**config.mk**
```make
export PLATFORM = sky130hd
export DESIGN_NAME = control_puertas_n
export DESIGN_NICKNAME = d
export VERILOG_FILES = /design/src/rtl/control_puertas_n.sv
export SDC_FILE = /design/constraint.sdc
export NUM_CORES = 1
export LEC_CHECK = 0
export CAP_MARGIN = 20
export CORE_MARGIN = 5
export CORE_UTILIZATION = 30
export CTS_BUF_LIST = sky130_fd_sc_hd__clkbuf_2 sky130_fd_sc_hd__clkbuf_4 sky130_fd_sc_hd__clkbuf_8
export CTS_CLUSTER_DIAMETER = 100
export CTS_CLUSTER_SIZE = 14
export DETAILED_ROUTE_END_ITERATION = 8
export SYNTH_ARGS = -nofsm -noshare
export SYNTH_HDL_FRONTEND = slang
export SYNTH_SLANG_ARGS = --single-unit
```
**constraint.sdc**
```tcl
create_clock -name clk -period 1.8 [get_ports clk]
set_input_delay 0.36 -clock clk [delete_from_list [all_inputs] [get_ports clk]]
set_output_delay 0.36 -clock clk [all_outputs]
set_load 0.1 [all_outputs]
```
**src/rtl/control_puertas_n.sv**
```systemverilog
// Door controller for an N-floor elevator. It runs the door state machine and its travel and
// open-hold timers, and produces the chime, request-clear and forced-close (nudge) outputs.
module control_puertas_n #(
  parameter int N_PISOS         = 4,
  parameter int PISO_W          = 2,
  parameter int T_MOVER         = 8,
  parameter int T_ABIERTA       = 50,
  parameter int MAX_REAPERTURAS = 3
) (
  input  logic                clk,
  input  logic                reset,
  input  logic [PISO_W-1:0]   piso_actual,
  input  logic                moviendo,
  input  logic                subiendo,
  input  logic [N_PISOS-1:0]  sol_cabina,
  input  logic [N_PISOS-1:0]  sol_subir,
  input  logic [N_PISOS-1:0]  sol_bajar,
  input  logic [1:0]          boton,
  input  logic                sensor,
  output logic [1:0]          salida_puertas,
  output logic [1:0]          estado_puertas,
  output logic                trabajando,
  output logic [N_PISOS-1:0]  aviso,
  output logic [N_PISOS-1:0]  limpiar_cabina,
  output logic [N_PISOS-1:0]  limpiar_subir,
  output logic [N_PISOS-1:0]  limpiar_bajar,
  output logic                nudge
);

  localparam int T_MAX = (T_MOVER > T_ABIERTA) ? T_MOVER : T_ABIERTA;
  localparam int CNT_W = $clog2(T_MAX);
  localparam int REA_W = $clog2(MAX_REAPERTURAS + 1);
  localparam logic [CNT_W-1:0]   CNT_MOVER   = CNT_W'(T_MOVER - 1);
  localparam logic [CNT_W-1:0]   CNT_ABIERTA = CNT_W'(T_ABIERTA - 1);
  localparam logic [CNT_W-1:0]   CNT_UNO     = CNT_W'(1);
  localparam logic [REA_W-1:0]   REA_MAX     = REA_W'(MAX_REAPERTURAS);
  localparam logic [N_PISOS-1:0] PRIMERO     = N_PISOS'(1);
  localparam logic [N_PISOS-1:0] ULTIMO      = PRIMERO << (N_PISOS - 1);

  typedef enum logic [1:0] {
    CERRADA  = 2'b00,
    ABIERTA  = 2'b01,
    CERRANDO = 2'b10,
    ABRIENDO = 2'b11
  } estado_t;

  estado_t            estado_q, estado_d;
  logic [CNT_W-1:0]   cnt_q, cnt_d;
  logic [REA_W-1:0]   rea_q, rea_d;
  logic               nudge_q, nudge_d;
  logic [N_PISOS-1:0] aviso_q, aviso_d;
  logic [N_PISOS-1:0] lcab_q, lcab_d, lsub_q, lsub_d, lbaj_q, lbaj_d;
  logic [1:0]         salida_q, salida_d;
  logic               trab_q, trab_d;

  logic [N_PISOS-1:0] piso_oh;
  logic               solicitado, abrir_btn, cerrar_btn;

  // One-hot of the current floor; an out-of-range index yields all zeros and so is never requested.
  always_comb begin
    for (int p = 0; p < N_PISOS; p++) begin
      piso_oh[p] = (piso_actual == PISO_W'(p));
    end
  end

  assign solicitado = |(piso_oh & (sol_cabina
                                   | (subiendo ? sol_subir : sol_bajar)
                                   | (sol_subir & PRIMERO)
                                   | (sol_bajar & ULTIMO)));
  assign abrir_btn  = (boton == 2'b01);
  assign cerrar_btn = (boton == 2'b10);

  always_comb begin
    estado_d = estado_q;
    cnt_d    = cnt_q;
    rea_d    = rea_q;
    nudge_d  = nudge_q;
    aviso_d  = '0;
    lcab_d   = '0;
    lsub_d   = '0;
    lbaj_d   = '0;
    case (estado_q)
      CERRADA: begin
        if (!moviendo && (solicitado || abrir_btn)) begin
          estado_d = ABRIENDO;
          cnt_d    = CNT_MOVER;
          if (solicitado) aviso_d = piso_oh;
        end
      end
      ABRIENDO: begin
        if (cnt_q == '0) begin
          estado_d = ABIERTA;
          cnt_d    = CNT_ABIERTA;
          lcab_d   = piso_oh;
          lsub_d   = piso_oh & (subiendo ? '1 : PRIMERO);
          lbaj_d   = piso_oh & (!subiendo ? '1 : ULTIMO);
        end else begin
          cnt_d = cnt_q - CNT_UNO;
        end
      end
      ABIERTA: begin
        if (!sensor && (cerrar_btn || cnt_q == '0)) begin
          estado_d = CERRANDO;
          cnt_d    = CNT_MOVER;
        end else if (sensor || abrir_btn || solicitado) begin
          cnt_d = CNT_ABIERTA;
        end else if (cnt_q != '0) begin
          cnt_d = cnt_q - CNT_UNO;
        end
      end
      CERRANDO: begin
        // A reopen runs back over the distance already closed.
        if (!nudge_q && (sensor || abrir_btn || solicitado)) begin
          estado_d = ABRIENDO;
          cnt_d    = CNT_MOVER - cnt_q;
          rea_d    = rea_q + REA_W'(1);
          if (rea_d == REA_MAX) nudge_d = 1'b1;
        end else if (cnt_q == '0) begin
          estado_d = CERRADA;
          rea_d    = '0;
          nudge_d  = 1'b0;
        end else begin
          cnt_d = cnt_q - CNT_UNO;
        end
      end
      default: estado_d = CERRADA;
    endcase
    salida_d = (estado_d == ABRIENDO) ? 2'b01 : (estado_d == CERRANDO) ? 2'b10 : 2'b00;
    trab_d   = (estado_d != CERRADA);
  end

  always_ff @(posedge clk or posedge reset) begin
    if (reset) begin
      estado_q <= CERRADA;
      cnt_q    <= '0;
      rea_q    <= '0;
      nudge_q  <= 1'b0;
      aviso_q  <= '0;
      lcab_q   <= '0;
      lsub_q   <= '0;
      lbaj_q   <= '0;
      salida_q <= 2'b00;
      trab_q   <= 1'b0;
    end else begin
      estado_q <= estado_d;
      cnt_q    <= cnt_d;
      rea_q    <= rea_d;
      nudge_q  <= nudge_d;
      aviso_q  <= aviso_d;
      lcab_q   <= lcab_d;
      lsub_q   <= lsub_d;
      lbaj_q   <= lbaj_d;
      salida_q <= salida_d;
      trab_q   <= trab_d;
    end
  end

  assign estado_puertas = estado_q;
  assign salida_puertas = salida_q;
  assign trabajando     = trab_q;
  assign aviso          = aviso_q;
  assign limpiar_cabina = lcab_q;
  assign limpiar_subir  = lsub_q;
  assign limpiar_bajar  = lbaj_q;
  assign nudge          = nudge_q;

endmodule

```
Word-level counts from Yosys, hierarchy flattened:

Cells that the tools add are included.

* add/subtract/negate cells: 3
* equality and inequality tests: 15
* muxes and demuxes: 33
* bitwise gates (word level): 6
* reductions and logical operators: 20

Operators with widths (count)
* $mux 4: 11
* $mux 6: 7
* $pmux 6 s4: 1
* $mux 2: 9
* $eq 2x2->1 const B: 8
* $and 4x4->4: 3
* $or 4x4->4: 2
* $pmux 2 s4: 1
* $eq 2x1->1 const B: 3
* $logic_not 6->1: 1
* $reduce_and 3->1: 2
* $reduce_bool 6->1: 1
* $sub 3x6->6 const A: 1
* $sub 6x1->6 const B: 1
* $logic_not 2->1: 2
* $logic_or 1x1->1: 4
* $ne 4x4->1 const B: 1
* $or 4x1->4: 1
* $reduce_bool 2->1: 2
* $reduce_or 4->1: 1
* $logic_and 1x1->1: 3
* $logic_not 1->1: 3
* $mux 1: 3
* $mux 3: 1
* 5 further kinds: 5

* register bits after elaboration: 30
* input port bits: 21
* output and inout port bits: 22
* word-level logic and storage cells: 87

Logic depth before layout (Yosys ltp):

Gate-level depths: netlist of run 1.

* depth in word-level cells: 13
* depth in mapped cells: 8
* gate-level depth less buffers: 8

Least setup slack after synthesis of run 1:

Ideal clock, no wire load.

* path type: flip-flop to flip-flop
* start point: register estado_q[1], in the netlist estado_puertas[1]
* end point: register cnt_q[2]
* setup time: 64 ps
* arrival time: 2146 ps
* required time: 1736 ps
* setup slack: -410 ps
* cell stages (with the launch flop): 8
* path buffers: 2
* period minus slack after synthesis: 2210 ps
* path through: dfrtp_1 -> clkbuf_1 -> inv_1 -> clkbuf_1 -> nor2_1 -> nand2_1 -> o221ai_1 -> a21o_1

* word-level cells in the longest chain between the ends: 3
* elaborated cells on any way between the ends: 9
* classes of those cells: eq/ne (6); mux (1); reduce/logical (2)

RTL lines
* start, declared: RTL line 47 `estado_t estado_q, estado_d;`
* start signal, assigned: RTL line 145 `estado_q <= estado_d;`
* $eq 2x1->1 (tied with other cells): RTL line 82 `case (estado_q)`
* $ne 4x4->1 (no source line) (tied with other cells)
* $reduce_and 3->1 (no source line)
* end signal, assigned: RTL line 146 `cnt_q <= cnt_d;`
* end, declared: RTL line 48 `logic [CNT_W-1:0] cnt_q, cnt_d;`

Several ways; a longest one is shown, not always the timed one.
A chain may end at the register's enable or synchronous reset.

Worst setup path in the final report of run 1:

* start point: register cnt_q[0]
* end point: register cnt_q[0]

* word-level cells in the longest chain between the ends: 5
* elaborated cells on any way between the ends: 16
* classes of those cells: add/sub (2); eq/ne (2); mux (7); reduce/logical (5)

RTL lines (RTL line)
* $sub 6x1->6 / $logic_not 6->1 (equally long branches)
* $mux 6 / $logic_or 1x1->1 (equally long branches): 107, 102
* $mux 6 / $logic_and 1x1->1 (equally long branches): 105, 102
* $mux 6 / $ne 4x4->1 (equally long branches)
* $pmux 6 s4 / $reduce_and 3->1 (equally long branches)

Several ways; a longest one is shown, not always the timed one. The select of a mux whose other input is x is not followed.

==> impl_results.md, run 1 <==
* Outcome: complete, but fails checks
* Setup WS pre-CTS at -0.7071 ns
* Synth warnings at 0
* Core ar. at 0.005405 mm²
* Post-synth EDFFs at 0
* R2R Path Start: cnt_q[0]
* MaxCap Viol Count at 0
* Post-synth cell types at 53
* Final Hold Viols at 0
* Antenna violations before repair at 0
* Remaining global-route overflow at 0
* CTS HTree Levels at 1
* Clock Tree Root: clkbuf_8
* Die area at between 0.007 and 0.008 mm²
* # IOs at between 40 and 50
* Fraction of registers with async set/reset at 100.0%
* Drt first pass iters at 4
* Syn Area/Cell at between 9 and 10 µm²
* P_leak at between 1 and 1.5 nW
* Post-Syn Instances at ~170
* Number of diodes at 0
* Top Layer Used: met4
* Register-to-Register Path Depth at 7
* Finished Layout Cells at approximately 330
* Row cnt at 27
* Layout cells sized above 1 at roughly 47%
* Worst setup SP type: flip-flop
* Die X at 84.06 µm
* Hpwl dp at 3971 µm
* RSZ-0062 raised after global routing: yes
* Fin crit period at about 1.8 ns
* Critical Path End Type: flip-flop
* Worst path slowest cell: a221o_2
* Max clock buf depth at 2
* Mapped Area at approximately 0.0016 mm²
* CTS sink count at 28
* Initial Utilization at 30.44%
* Gpl congestion at between 0.8 and 0.9
* Kind of critical path: flip-flop to flip-flop
* Routed vias at 1,680
* Syn Nets at 197
* Via count of the first global-routing pass at around 1.7k
* Sequential share of the synthesized area at 42.59%
* Final period util at 102.5%
* Delay-heaviest family, CP: simple AND/OR/NAND/NOR gates
* Worst path cell trace: inv_2, ha_4, nor3b_4, and2_4, a221o_2, nand2_2, mux2_4
* Most used DFF post-synth: dfrtp_1
* Critical Path AT at 2.02 ns
* Met2 Wirelength at 2717 µm
* Hold-fix buffers, CTS at 0
* CP Max Fanout at 4
* Max Slew Vio Count at 0
* Largest net degree at the start of global routing at 29
* DRT iter0 DRCs at slightly above 100
* Pwr/cell area at 698.2 mW/mm²
* Clock Latency Late Sink at roughly 0.28 ns
* Post-route setup slack at -0.04570 ns
* Failing checks: setup timing
* Final layout net count at ~280
* Placed Cells at around 320
* Critical path startpoint: cnt_q[0]
* Layout Skew at about 0.0044 ns
* GRT Resource Usage Total at 14.69%
* Slew at the pin closest to its max-slew limit at between 0.3 and 0.4 ns
* Hold WC Path Type: input port to flip-flop
* Metal3 WL at 153 µm
* Via density at between 5 and 6
* Fmax at roughly 540 MHz
* M1 WL at about 2300 µm
* WP depth at 7
* WHS Path Cells at 2
* WL/cell at 15.79 µm
* VDD IR-drop max at 0.3612 mV
* DR DRC count at 0
* TritonCTS clock tree: built
* #FFs+latches synth at 28
* DRT antenna net count at 0
* IO buf count at 42
* CTS buffer count at 3
* WL final at around 5200 µm
* Die height at around 84 µm
* First-pass GRT wire length at about 8400 µm
* Area grow syn2layout at 76.35%
* Min-delay src: piso_actual[0]
* Rel. slew slack at roughly 75%
* Setup violators final at 5
* CP peak stage delay at about 0.4 ns
* CP Buf/Inv Count at 1
* WP data required at between 1.5 and 2 ns
* Clock-pin slew on the worst setup and hold paths at 0.10 ns
==> per-layer routing <==
layer / global-route usage (%) / vias to the layer above
li1: - / 800
met1: 18.97 / 827
met2: 25.82 / 44
met3: 1.283 / 9
met4: 4.386 / 0
met5: 0 / -
==> worst reg2reg max path, delay by kind of cell, from the launching register on <==
kind                     cells  cell delay, ns
multiplexers                 1            0.30
adder cells (fa/ha/maj)      1            0.16
AND/OR/NAND/NOR              3            0.43
buffers and inverters        1            0.06
AO/OA/AOI/OAI                1            0.40
flip-flops                   1            0.39
==> synthesized netlist by cell type, types with 3 or more instances <==
cell	number	share of area, %
nor3_1	8	2.4
dfrtp_1	28	43
inv_1	9	2.1
nor2b_1	3	1.1
nand2b_1	3	1.1
o21ai_0	9	2.7
nor2_1	16	3.7
nand2_1	16	3.7
a21oi_1	12	3.7
nand3_1	5	1.5
clkbuf_1	5	1.1
ha_1	3	2.3
==> power breakdown <==
group	internal, W	switching [W]	total [W]
logic	0.000500	0.000377	0.000877
registers	0.000679	0.0000590	0.000738
clock network	0.000197	0.000214	0.000411
total	0.00138	0.000650	0.00203
==> metrics by stage <==
step	area [µm²]	total power [W]	hold WS (ns)	util, %	setup TNS (ns)
finish	2902	0.002026	0.3541	53.68	-0.1369
global route	2902	0.002142	0.3481	53.68	-0.9028
CTS	2816	0.001884	0.3890	52.11	-0.1277
detailed placement	2666	0.001408	0.4802	49.33	-8.894
global placement	2666	0.001401	0.4793	49.33	-8.506
floorplan	1669	0.001140	0.4253	-	-0.1981
==> what timing repair did <==
item | in CTS | in global routing
pin swaps | 12 | 8
gates resized for setup | 41 | 25
setup endpoints to repair | 20 | 19
cloned | 0 | 0
buffers inserted | 4 | 2
==> cell families (layout without fill, tap and decap cells) <==
logic type	Yosys count	in the layout	share of synthesized area, %
flip-flops	28	28	42.59
multiplexers	3	3	2.281
AO/OA/AOI/OAI	47	47	22.82
XOR/XNOR	4	4	2.130
adder cells (fa/ha/maj)	3	3	2.282
AND/OR/NAND/NOR	71	71	23.12
buffers and inverters	17	103	4.791
==> sequential cells by signal, indices dropped and copies added, names as in the netlist, 2 cells and up <==
signal / cells
limpiar_bajar: 4
cnt_q: 6
limpiar_cabina: 2
aviso: 4
estado_puertas: 2
rea_q: 2
limpiar_subir: 4
salida_puertas: 2
==> final timing paths <==
path,endpoint,slack (ns)
worst min-delay path,limpiar_subir[0],0.35
max in group asynchronous,estado_puertas[1],1.07
worst min register to register,rea_q[0],0.51
worst max register to register,cnt_q[0],-0.05
min in group asynchronous,limpiar_bajar[0],0.43
worst max-delay path,cnt_q[0],-0.05
==> placed cells by master, fill, tap and decap left out, types with 3 or more instances in the layout <==
master,synthesis,final
buf_6,1,6
clkdlybuf4s15_1,0,3
nand3_1,5,4
dlygate4sd2_1,0,6
nor2_1,16,12
nor3_1,8,7
nand2_1,16,15
nor2_2,0,4
a21oi_2,1,3
o21ai_0,9,4
a21oi_1,12,9
o21ai_1,1,3
clkdlybuf4s50_1,0,7
buf_12,0,22
mux2_4,1,3
clkbuf_8,0,4
inv_1,9,7
buf_4,2,43
o21ai_2,0,3
dfrtp_1,28,25
==> cell type report <==
class	instances	area, µm²
clock buffer	4	55.05
fill	489	2504
inverter	9	33.78
multi-input combinational	128	1010
sequential	28	706.9
tap	72	90.09
timing repair buffer	90	1006
Power figures use the tool's default switching activity.
==> run 2: changes to the inputs <==
Settings changed: SETUP_SLACK_MARGIN from default to 0.4.
==> impl_results.md, run 2 (synthesized netlist as in run 1, its figures left out) <==
* Comb pwr share at 42.3%
* Max Slew Vio Count at 0
* Core ar. at 0.005405 mm²
* Metal3 WL at 330 µm
* Hold slack at around 0.34 ns
* Setup TNS Final at -0.1316 ns
* Setup violators final at 4
* Final Power at 0.002003 W
* Outcome: complete, but fails checks
* Reg area at ~710 µm²
* Hpwl dp at ~4000 µm
* VDD IR-drop max at 0.4204 mV
* Rel. slew slack at around 73%
* Critical Path AT at between 2 and 2.5 ns
* WP data required at 1.97 ns
* Routed vias at between 1.5k and 2k
* Most common cell after layout, fill and taps aside: buf_4
* Critical Path End Type: flip-flop
* P_leak at roughly 1.4 nW
* Fmax at about 540 MHz
* Drt first pass iters at 4
* RSZ-0062 raised after global routing: yes
* Worst path slowest cell: a221o_2
* Area grow syn2layout at 95.51%
* Via count of the first global-routing pass at ~1.8k
* DRT antenna net count at 0
* Fin util at 59.51%
* Largest net degree at the start of global routing at 29
* M1 WL at between 2000 and 2500 µm
* CP peak stage delay at 0.44 ns
* CTS buffer count at 3
* Design area at between 0.003 and 0.004 mm²
* DR DRC count at 0
* TritonCTS clock tree: built
* R2R Path Start: cnt_q[0]
* Initial Utilization at 30.44%
* Final layout net count at around 300
* CTS HTree Levels at 1
* Antenna violations before repair at 0
* DP Area at around 0.0027 mm²
* Max clock buf depth at 2
* CTS sink count at 28
* Via density at between 5 and 6
* Failing checks: setup timing
* Final period util at 103.8%
* Number of diodes at 0
* Multi-input logic area at roughly 0.0012 mm²
* Max FFs per register at 6
* Critical path startpoint: cnt_q[0]
* GRT Resource Usage Total at approximately 16%
* Kind of critical path: flip-flop to flip-flop
* Filler instances at between 400 and 500
* Most frequent cells in the layout: buf_4, dfrtp_1, buf_12
* Register-to-Register Path Depth at 7
* Psw at about 0.00065 W
* First-pass GRT wire length at 9287 µm
* Remaining global-route overflow at 0
* Die area at 0.007065 mm²
* Part of the power in the clock network at between 20% and 30%
* Clock Latency Late Sink at around 0.28 ns
* Gpl congestion at 0.9389
* Die X at roughly 84 µm
* IO buf count at between 40 and 50
* Min-delay src: piso_actual[0]
* WHS Path Cells at 2
* Internal at roughly 0.0014 W
* Final Hold Viols at 0
* Seq pwr share at a little under two fifths
* Hold WC Path Type: input port to flip-flop
* Post-route setup slack at -0.06831 ns
* Layout Skew at between 0.003 and 0.004 ns
* WL/cell at 16.93 µm
* Fin crit period at around 1.9 ns
* Biggest register: cnt_q
* Clock-pin slew on the worst setup and hold paths at approximately 0.1 ns
* Slew at the pin closest to its max-slew limit at a little over 0.4 ns
* Switching share of power at 32.53%
* Layout cells sized above 1 at around three fifths
* Worst path cell trace: inv_2, ha_4, nor3b_4, and2_4, a221o_2, nand2_2, mux2_4
* Die height at 84.06 µm
* Worst setup SP type: flip-flop
* MaxCap Viol Count at 0
* # IOs at 43
* CP Max Fanout at 5
* Row cnt at 27
* Met2 Wirelength at approximately 3000 µm
* Clock Tree Root: clkbuf_8
* Top Layer Used: met4
* Pwr/cell area at ~620 mW/mm²
* WL final at ~5800 µm
* DRT iter0 DRCs at about 170
==> run 2: cell types whose count changed in the layout (fill, tap and decap cells not counted), moves of 3 or more <==
cell             delta
nor2_4              +5
nor3_1              -5
buf_6               +9
clkdlybuf4s50_1     -5
nor2_1              -4
buf_2               +3
nor3_2              +5
==> run 2: routing by layer <==
metal  GRT usage, %  up-vias
li1               -      830
met1          20.44      865
met2          26.61       75
met3          3.356       18
met4          5.994        0
met5              0        -
==> run 2: worst paths after layout <==
| path | end | slack [ns] |
|---|---|---|
| max reg2reg | cnt_q[0] | -0.07 |
| max | cnt_q[0] | -0.07 |
| max in group asynchronous | estado_puertas[0] | 1.06 |
| min in group asynchronous | salida_puertas[1] | 0.45 |
| min | limpiar_bajar[0] | 0.34 |
| min reg2reg | rea_q[0] | 0.51 |
==> run 2: power groups by stage <==
stage	combinational, W	clock [W]	sequential (W)
2_1_floorplan	0.000422	0	0.000743
3_3_place_gp	0.000666	0	0.000756
3_5_place_dp	0.000669	0	0.000754
4_1_cts	0.000742	0.000407	0.000746
5_1_grt	0.000916	0.000436	0.000756
6_report	0.000847	0.000405	0.000751
==> run 2: timing repair <==
action | 4_1_cts | 5_1_grt
gates resized for setup | 82 | 31
pin swaps | 27 | 19
cloned | 1 | 0
buffers inserted | 13 | 10
hold buffers | 0 | 0
hold endpoints to repair | 0 | 0
setup endpoints to repair | 27 | 31
==> run 2: layout make-up <==
| class | instances | share of cell area (%) |
|---|---|---|
| Inverter | 9 | 1.050 |
| Timing Repair Buffer | 103 | 36.44 |
| Sequential cell | 28 | 22.13 |
| Clock buffer | 4 | 1.711 |
| Multi-Input combinational cell | 128 | 35.86 |
| Tap cell | 72 | 2.800 |
==> run 2: stage by stage <==
step / worst slack, ns / cells
floorplan: -0.1165 / 173
global placement: -0.7308 / 316
detailed placement: -0.7628 / 316
CTS: -0.03496 / 334
global route: -0.1365 / 344
finish: -0.06831 / 344
==> run 2: worst max-delay path: cells and delay by family (launching register included) <==
kind,cells,cell delay (ns)
simple gates,3,0.43
mux,1,0.29
compound gates,1,0.44
fa+ha+maj,1,0.15
buf+inv,1,0.05
flops,1,0.39
